[config.mk]
export PLATFORM = sky130hd
export DESIGN_NAME = vadd_seq_ctrl
export DESIGN_NICKNAME = d
export VERILOG_FILES = /design/src/rtl/vadd_seq_ctrl.sv
export SDC_FILE = /design/constraint.sdc
export NUM_CORES = 1
export LEC_CHECK = 0
export CAP_MARGIN = 20
export CORE_ASPECT_RATIO = 0.7
export CORE_MARGIN = 2
export CORE_UTILIZATION = 55
export DETAILED_ROUTE_END_ITERATION = 8
export PLACE_DENSITY = 0.8
export RECOVER_POWER = 25
export SLEW_MARGIN = 25
export SYNTH_ARGS = -nofsm -noshare
export SYNTH_HDL_FRONTEND = slang
export SYNTH_SLANG_ARGS = --single-unit
export TNS_END_PERCENT = 20
[constraint.sdc]
create_clock -name clk -period 5.45 [get_ports clk]
set_input_delay 0.545 -clock clk [delete_from_list [all_inputs] [get_ports clk]]
set_output_delay 0.545 -clock clk [all_outputs]
set_load 0.01 [all_outputs]
[src/rtl/vadd_seq_ctrl.sv]
// Purpose: sequences one vector add/min-max command into per-beat issues to a
//          fixed-latency arithmetic unit, then waits out the pipeline and pulses done.
// Latency: first beat the cycle after acceptance; done PIPE_LAT cycles after the last beat.
// Backpressure: cmd_ready only in IDLE; iss_stall freezes the beat index and drops iss_valid.
//
// Ports:
//   clk, rst                    clock, asynchronous active-high reset
//   cmd_valid/cmd_ready         command handshake
//   cmd_vl/sew/opSel/addr/avg   command fields, captured on acceptance
//   iss_stall, abort            operand stall, kill current sequence
//   iss_valid                   beat issued to the unit this cycle
//   iss_sew/opSel/avg           captured command fields (zero outside ISSUE)
//   iss_addr, iss_start_idx     beat destination address, mask bit position
//   iss_req_start/iss_req_end   first/last beat markers, qualified by iss_valid
//   iss_be                      byte enables of the beat
//   busy, done                  not-IDLE status, one-cycle completion pulse
module vadd_seq_ctrl #(
  parameter int DATA_WIDTH  = 64,
  parameter int ADDR_WIDTH  = 32,
  parameter int VL_WIDTH    = 16,
  parameter int OPSEL_WIDTH = 9,
  parameter int PIPE_LAT    = 6
) (
  input  logic                    clk,
  input  logic                    rst,
  input  logic                    cmd_valid,
  output logic                    cmd_ready,
  input  logic [VL_WIDTH-1:0]     cmd_vl,
  input  logic [1:0]              cmd_sew,
  input  logic [OPSEL_WIDTH-1:0]  cmd_opSel,
  input  logic [ADDR_WIDTH-1:0]   cmd_addr,
  input  logic                    cmd_avg,
  input  logic                    iss_stall,
  input  logic                    abort,
  output logic                    iss_valid,
  output logic [1:0]              iss_sew,
  output logic [OPSEL_WIDTH-1:0]  iss_opSel,
  output logic                    iss_avg,
  output logic [ADDR_WIDTH-1:0]   iss_addr,
  output logic [5:0]              iss_start_idx,
  output logic                    iss_req_start,
  output logic                    iss_req_end,
  output logic [DATA_WIDTH/8-1:0] iss_be,
  output logic                    busy,
  output logic                    done
);

  localparam int BYTES    = DATA_WIDTH / 8;
  localparam int LG_BYTES = $clog2(BYTES);
  localparam int LG_W     = 4;
  // b*EPB needs VL_WIDTH+LG_BYTES bits; keep at least 7 so the mask word/bit split is legal.
  localparam int PROD_W   = VL_WIDTH + LG_BYTES;
  localparam int PW       = (PROD_W > 7) ? PROD_W : 7;
  localparam int DCNT_W   = (PIPE_LAT < 2) ? 1 : $clog2(PIPE_LAT + 1);
  // Bit of opSel that marks a mask-producing compare.
  localparam int MASK_BIT = 8;

  typedef enum logic [1:0] {
    IDLE  = 2'd0,
    ISSUE = 2'd1,
    DRAIN = 2'd2
  } state_e;

  state_e                 state_q;
  logic [VL_WIDTH-1:0]    b_q;
  logic [VL_WIDTH-1:0]    nb_q;
  logic [DCNT_W-1:0]      dcnt_q;
  logic                   done_q;
  logic [VL_WIDTH-1:0]    vl_q;
  logic [1:0]             sew_q;
  logic [OPSEL_WIDTH-1:0] opsel_q;
  logic [ADDR_WIDTH-1:0]  addr_q;
  logic                   avg_q;

  logic                   accept;
  logic                   in_issue;
  logic                   last_beat;
  logic [LG_W-1:0]        lg_cmd;
  logic [LG_W-1:0]        lg_q;
  logic [VL_WIDTH:0]      nb_sum;
  logic [VL_WIDTH-1:0]    nb_d;
  logic [PW-1:0]          prod;
  logic [PW-1:0]          rem;
  logic [PW-1:0]          epb_q;
  logic [PW+2:0]          nbytes;
  logic                   partial;
  logic [BYTES-1:0]       be_part;

  // The reset term keeps ready low while rst is held even though state is already IDLE.
  assign cmd_ready = (state_q == IDLE) && !rst;
  assign accept    = cmd_valid && cmd_ready;
  assign in_issue  = (state_q == ISSUE);
  assign last_beat = (b_q == (nb_q - VL_WIDTH'(1)));

  // log2(elements per beat); clamped at 0 so a too-wide element still yields one per beat.
  always_comb begin
    lg_cmd = '0;
    if (LG_BYTES > int'(cmd_sew)) lg_cmd = LG_W'(LG_BYTES - int'(cmd_sew));
    lg_q = '0;
    if (LG_BYTES > int'(sew_q)) lg_q = LG_W'(LG_BYTES - int'(sew_q));
  end

  // Beat count ceil(vl/EPB), computed from the incoming command so it is ready at beat 0.
  always_comb begin
    nb_sum = {1'b0, cmd_vl} + (((VL_WIDTH + 1)'(1) << lg_cmd) - (VL_WIDTH + 1)'(1));
    nb_d   = VL_WIDTH'(nb_sum >> lg_cmd);
  end

  // Element index of the first element in this beat, and how many elements remain.
  always_comb begin
    prod    = PW'(b_q) << lg_q;
    epb_q   = PW'(1) << lg_q;
    rem     = PW'(vl_q) - prod;
    partial = last_beat && (rem < epb_q);
    nbytes  = (PW + 3)'(rem) << sew_q;
    be_part = '0;
    for (int i = 0; i < BYTES; i++) begin
      be_part[i] = (nbytes > (PW + 3)'(i));
    end
  end

  // Issue-side outputs: all forced to zero outside ISSUE so the unit never sees stale fields.
  always_comb begin
    iss_valid     = in_issue && !iss_stall;
    iss_sew       = '0;
    iss_opSel     = '0;
    iss_avg       = 1'b0;
    iss_addr      = '0;
    iss_start_idx = '0;
    iss_be        = '0;
    iss_req_start = iss_valid && (b_q == '0);
    iss_req_end   = iss_valid && last_beat;
    if (in_issue) begin
      iss_sew   = sew_q;
      iss_opSel = opsel_q;
      iss_avg   = avg_q;
      iss_be    = partial ? be_part : '1;
      if (opsel_q[MASK_BIT]) begin
        // Mask results pack one bit per element: 64 elements share one destination word.
        iss_start_idx = prod[5:0];
        iss_addr      = addr_q + ADDR_WIDTH'(prod >> 6);
      end else begin
        iss_addr = addr_q + ADDR_WIDTH'(b_q);
      end
    end
  end

  assign busy = (state_q != IDLE);
  assign done = done_q;

  always_ff @(posedge clk or posedge rst) begin
    if (rst) begin
      state_q <= IDLE;
      b_q     <= '0;
      nb_q    <= '0;
      dcnt_q  <= '0;
      done_q  <= 1'b0;
      vl_q    <= '0;
      sew_q   <= '0;
      opsel_q <= '0;
      addr_q  <= '0;
      avg_q   <= 1'b0;
    end else begin
      done_q <= 1'b0;
      case (state_q)
        IDLE: begin
          // abort is not looked at here, so it can never cancel a command being accepted.
          if (accept) begin
            vl_q    <= cmd_vl;
            sew_q   <= cmd_sew;
            opsel_q <= cmd_opSel;
            addr_q  <= cmd_addr;
            avg_q   <= cmd_avg;
            b_q     <= '0;
            nb_q    <= nb_d;
            if (cmd_vl == '0) begin
              done_q <= 1'b1;
            end else begin
              state_q <= ISSUE;
            end
          end
        end
        ISSUE: begin
          if (abort) begin
            state_q <= IDLE;
          end else if (!iss_stall) begin
            if (last_beat) begin
              if (PIPE_LAT <= 1) begin
                done_q  <= 1'b1;
                state_q <= IDLE;
              end else begin
                // Counts the remaining edges so done lands PIPE_LAT cycles after the last beat.
                state_q <= DRAIN;
                dcnt_q  <= DCNT_W'(PIPE_LAT - 1);
              end
            end else begin
              b_q <= b_q + VL_WIDTH'(1);
            end
          end
        end
        DRAIN: begin
          if (abort) begin
            state_q <= IDLE;
          end else if (dcnt_q <= DCNT_W'(1)) begin
            done_q  <= 1'b1;
            state_q <= IDLE;
          end else begin
            dcnt_q <= dcnt_q - DCNT_W'(1);
          end
        end
        default: state_q <= IDLE;
      endcase
    end
  end

endmodule

=== Yosys cells after proc, flatten, opt, wreduce, memory -nomap -nowiden ===
Index checks and enable logic that the tools add are counted.

* Memories: 0
* Bits in read-only memories: 0
* Logic and storage cells: 104
* Output and inout bits: 64
* Input port bits: 65
* Register bits after elaboration: 98
* Memory bits (writable): 0
* Latch bits: 0

* Bitwise operators: 0
* Add/subtract/negate cells: 10
* Shift-type cells: 5
* Mux-type cells: 35
* Magnitude comparators: 12
* Multiply operators: 0
* Divide/modulo/power cells: 0
* Reductions and logical operators: 18
* Equal/unequal tests: 14

{| class="wikitable"
|+ Operators by type and width
! operator !! count
|-
| $gt 22x3->1 const B || 4
|-
| $mux 16 || 4
|-
| $mux 32 || 2
|-
| $gt 22x1->1 const B || 2
|-
| $gt 22x2->1 const B || 2
|-
| $add 32x13->32 || 1
|-
| $add 32x16->32 || 1
|-
| $logic_not 16->1 || 2
|-
| $pmux 16 s2 || 1
|-
| $shl 19x2->22 || 1
|-
| $lt 19x19->1 || 1
|-
| $shl 1x4->19 const A || 1
|-
| $shl 16x4->19 || 1
|-
| $sub 16x19->19 || 1
|-
| $add 16x17->17 || 1
|-
| $shl 1x4->17 const A || 1
|-
| $shr 17x4->16 || 1
|-
| $sub 17x1->17 const B || 1
|-
| $add 16x1->16 const B || 1
|-
| $eq 16x16->1 || 1
|-
| $mux 2 || 8
|-
| $mux 8 || 2
|-
| $sub 16x1->16 const B || 1
|-
| $mux 3 || 5
|-
| 24 further kinds || 48
|}

=== Depth between registers and ports, before layout ===
* Depth in word-level cells: 8
* Mapped depth: 19
* Mapped depth without buffers: 16

=== Worst setup path before layout ===
OpenSTA, ideal clock, no wires.

* Path type: register to output
* From: reg sew_q[1]
* To: out iss_be[3]
* Data required time: 4905 ps
* Buffers on the path: 3
* Arrival time: 4216 ps
* Cell stages (with the launch flop): 16
* Slack: 689 ps
* Path through: dfrtp_1 clkbuf_1 clkbuf_1 clkbuf_1 a21oi_1 ha_1 or2_2 o21ai_0 xnor2_1 ha_1 or3_1 or4_1 or4_1 nand4b_1 nor2_1 a41oi_1

* Word-level cells in the longest chain between the ends: 8
* Elaborated cells on any way between the ends: 12
* Classes of those cells: add/sub: 2; order compare: 3; shift: 3; mux: 3; reduce/logical: 1

{| class="wikitable"
|+ Ends and longest elaborated chain
! what !! RTL line !! text
|-
| from (decl) || 70 || <nowiki>logic [1:0] sew_q;</nowiki>
|-
| from (signal assigned) || 170 || <nowiki>sew_q <= cmd_sew;</nowiki>
|-
| $sub 2x2->3 or $gt 2x2->1 (tied branches) || 100 || <nowiki>if (LG_BYTES > int'(sew_q)) lg_q = LG_W'(LG_BYTES - int'(sew_q));</nowiki>
|-
| $mux 4 || 100 ||
|-
| $shl 16x4->19 || 111 || <nowiki>prod = PW'(b_q) << lg_q;</nowiki>
|-
| $sub 16x19->19 || 113 || <nowiki>rem = PW'(vl_q) - prod;</nowiki>
|-
| $shl 19x2->22 or $lt 19x19->1 (tied branches) || 115, 114 ||
|-
| $gt 22x2->1 or $logic_and 1x1->1 (tied branches) || 118, 114 ||
|-
| $mux 8 (*) || 137 || <nowiki>iss_be = partial ? be_part : '1;</nowiki>
|-
| $mux 8 (*) || 133 || <nowiki>if (in_issue) begin</nowiki>
|-
| to (decl) || 43 || <nowiki>output logic [DATA_WIDTH/8-1:0] iss_be,</nowiki>
|}

Every way passes the cells marked *; elsewhere a longest branch is shown, timed or not.

=== Worst setup path after layout ===
* From: reg sew_q[0]
* To: out iss_addr[18]

* Word-level cells in the longest chain between the ends: 6
* Elaborated cells on any way between the ends: 7
* Classes of those cells: add/sub: 2; order compare: 1; shift: 1; mux: 3

{| class="wikitable"
|+ Ends and longest elaborated chain
! what !! RTL line !! text
|-
| $sub 2x2->3 or $gt 2x2->1 (tied branches) || 100 ||
|-
| $mux 4 (*) || 100 ||
|-
| $shl 16x4->19 (*) || 111 ||
|-
| $add 32x13->32 (*) || 141 || <nowiki>iss_addr = addr_q + ADDR_WIDTH'(prod >> 6);</nowiki>
|-
| $mux 32 (*) || 138 || <nowiki>if (opsel_q[MASK_BIT]) begin</nowiki>
|-
| $mux 32 (*) || 133 ||
|-
| to (decl) || 39 || <nowiki>output logic [ADDR_WIDTH-1:0] iss_addr,</nowiki>
|}

Marks and branches as above.

==> flow_metrics.tcl <==
set metrics [dict create \
    drc 0 \
    die_width_microns 158 \
    hold_path_end "opsel_q[2]$_DFFE_PP0P_" \
    cts_tree "built" \
    synth-compound-area-share_pct 20.5 \
    synthCells 1209 \
    cp_top_family "compound AO/OA/AOI/OAI gates" \
    yosys.area_share.simple_pct 27.3 \
    r2r_slack_ns 1.74 \
    leakagePower_nw 4.97 \
    routed_wl_microns 26400 \
    numClockSinks 98 \
    dieArea_sq_mm 0.0177 \
    fill_cells 1374 \
    fin_nets 1439 \
    synth.area.mux_share_pct 5.11 \
    grt_max_degree 106 \
    stdcell_area_sq_mm 0.0110 \
    ys_warn_count 0 \
    fmax_ghz 0.191 \
    setup_slack_ns 0.226 \
    period_share_pct 95.9 \
    syn_avg_cell_area_sq_um 7.58 \
    clock_latency_ns 0.37 \
    outcome "finished with violations" \
    grt_pass1_vias 8173 \
    setup_tns_ns 0 \
    worstSetupPathType "reg -> out" \
    cp_data_required_time_ns 4.91 \
    hold_depth 2 \
    synthArstFlopShare_pct 100 \
    path_cells "buf_6 > o21ai_0 > o21ai_0 > mux2i_1 > ha_1 > inv_1 > fa_1 > nor2b_2 > o2111ai_1 > nand4_1 > a31oi_1 > a21oi_1 > a221oi_1 > buf_4 > or3_1 > a21oi_1 > clkdlybuf4s50_1" \
    synth_area_leaders "dfrtp_1 27%, nand2_1 9.7%, ha_1 8.9%" \
    syn_to_final_growth_pct 20.2 \
    powerDensity_mw_per_mm2 309 \
    final_core_util_pct 67.6 \
    start_util_pct 56.2 \
    synth_top_area_cell "dfrtp_1" \
    path_buf_inv 4 \
    multi_input_area_sq_mm 0.00623 \
    hp-class "reg -> reg" \
    synth-edff-count 0 \
    synth-seq-cells 98 \
    routed_via_density 5.92 \
    drt_first_pass_iters 5 \
    gp_congestion 0.953 \
    synth-main-ff-cell "dfrtp_1" \
    reg2reg_depth 10 \
    io_pins 129 \
    cts-root-buf "clkbuf_16" \
    numCtsBuffers 9 \
    cts.path.max_buffers 2 \
    drt_iter0_markers 737 \
    drtAntennaViolNets 0 \
    maxCapViolCount 1 \
    peakVddDrop_uv 209 \
    via_count 9093 \
    seq_area_frac_synth_pct 26.8 \
    critical_path.endpoint_type "output port" \
    ff_latch_area_sq_mm 0.00245 \
    synthTopCellsByCount "236 x nand2_1, 101 x o21ai_0, 98 x dfrtp_1, 89 x nor2_1, 71 x inv_1" \
    yosysTopAreaCellShare_pct 26.8 \
    drive_above_1_share_pct 6.79 \
    worstHoldStart "opsel_q[2]$_DFFE_PP0P_" \
    violations "max-capacitance violations, max-slew violations" \
    synth_most_common_cell "nand2_1" \
    diodes 0 \
    place_ws_ns 0.349 \
    netlist_area_sq_mm 0.00916 \
    fp.coreArea_sq_mm 0.0163 \
    slew_headroom_pct -88.0 \
    die_h_microns 112 \
    path_max_fanout 17 \
    ctsHoldBuffers 0 \
    placed_cell_area_sq_mm 0.0106 \
    fin_hold_ws_ns 0.471 \
    yosys.area_share.adder_pct 9.53 \
    htree_levels 3 \
    r2r_end "b_q[11]$_DFFE_PP0P_" \
    yosysUniqueCellTypes 81 \
    antenna_found_initial 0 \
    clk_pin_slew_worst_paths_ns 0.08 \
    max_stage_delay_ns 0.61 \
    crit-reg2reg-launch "nb_q[0]$_DFFE_PP0P_" \
    finalWorstPathRequiredPeriod_ns 5.22 \
    finalSetupViolCount 0 \
    grt_usage_pct 30.3 \
    slew_violations 63 \
    hpwl_microns 20100 \
    worst_ep_arrival_time_ns 4.68 \
    synth_top_family_by_area "simple AND/OR/NAND/NOR gates" \
    timing_hold_violations_final 0 \
    syn_nets 1342 \
    slowest_stage "clkdlybuf4s50_1" \
    start_kind "register" \
    grt_pass1_wl_microns 42900 \
    synth-xor-area-share_pct 4.97 \
    overflow 0 \
    fp-row-count 39 \
    fin_skew_ns 0.0146 \
    post_drt_wl_per_cell_microns 17.2 \
    worst_slew_pin_slew_ns 2.81 \
    io_buffers 128 \
]
==> state kept, by name, summed over array words and instances (netlist names) <==
| name | count |
|---|---|
| sew_q | 2 |
| dcnt_q | 3 |
| vl_q | 16 |
| nb_q | 16 |
| opsel_q | 9 |
| avg_q | 1 |
| b_q | 16 |
| done | 1 |
| state_q | 2 |
| addr_q | 32 |
==> cell type report <==
cell class | count | area share (%)
inverters | 73 | 2.50
well taps | 225 | 2.56
flip-flops and latches | 98 | 22.3
clock inverters | 7 | 0.682
repair buffers | 151 | 13.4
multi-input cells | 973 | 56.5
clock buffers | 9 | 2.04
==> stage by stage <==
stage               cells  total power [mW]
floorplan            1209              2.19
global placement     1518              2.67
detailed placement   1518              2.68
CTS                  1535              3.36
global route         1536              3.64
finish               1536              3.40
==> worst max path at each step <==
stage / from / end / slack (ns) / depth (start not counted)
after floorplan: sew_q[1]$_DFFE_PP0P_ / iss_be[3] / 0.69 / 15
after global routing: sew_q[0]$_DFFE_PP0P_ / iss_addr[20] / -0.03 / 17
after global placement: b_q[0]$_DFFE_PP0P_ / iss_be[1] / 0.45 / 15
final: sew_q[0]$_DFFE_PP0P_ / iss_addr[18] / 0.23 / 17
after detailed placement: b_q[0]$_DFFE_PP0P_ / iss_be[4] / 0.35 / 15
after CTS: b_q[1]$_DFFE_PP0P_ / iss_be[1] / 0.01 / 15
==> layout by cell type (no fill, tap or decap), types with 5 or more instances in the layout <==
cell and n:
a31oi_1 12, nor2b_1 9, a211oi_1 8, dlymetal6s2s_1 8, clkbuf_16 9, and2_1 17
a21o_1 11, clkdlybuf4s50_1 118, or2_2 11, xnor2_1 32, o2111ai_1 7, a21oi_1 56
nor4_1 9, nand3_1 24, nor3b_1 5, nor3_1 28, xor2_1 20, or3_1 19
or4_1 13, o31ai_1 10, dfrtp_1 96, nand4_1 17, mux2i_1 31, o21a_1 9
nand2b_1 11, o21ai_0 98, buf_4 21, inv_1 70, nor2_1 88, o211ai_1 15
nand2_1 235, a211o_1 5, mux4_2 6, and3_1 10, ha_1 65
==> power by group <==
part           internal [mW]  switching (mW)  leakage (nW)
Clock                  0.330           0.343         0.146
Combinational          0.740           0.989          3.58
Sequential             0.851           0.146          1.24
Total                   1.92            1.48          4.97
==> routing by layer <==
layer,vias up,routed length [microns],track usage [%]
met2,345,11100,43.5
li1,4475,-,-
met3,29,2240,7.43
met5,-,0,0
met4,0,333,6.19
met1,4244,12700,46.1
==> cell families after synthesis <==
| group | after synthesis |
|---|---|
| flip-flops | 98 |
| AND/OR/NAND/NOR | 524 |
| buffers and inverters | 138 |
| adder cells (fa/ha/maj) | 68 |
| multiplexers | 39 |
| XOR/XNOR | 52 |
| AO/OA/AOI/OAI | 290 |
==> worst min-delay path: stages (launching register included) <==
cell	delay, ns
dfrtp_1	0.34
nand2_1	0.05
nand2_1	0.05
==> repair_timing <==
item / 4_1_cts / 5_1_grt
resized for setup: 1 / 22
pin swaps: 0 / 1
setup buffers: 1 / 1
setup endpoints to repair: 6 / 24
Note: power is estimated with default switching activity, not from simulation.
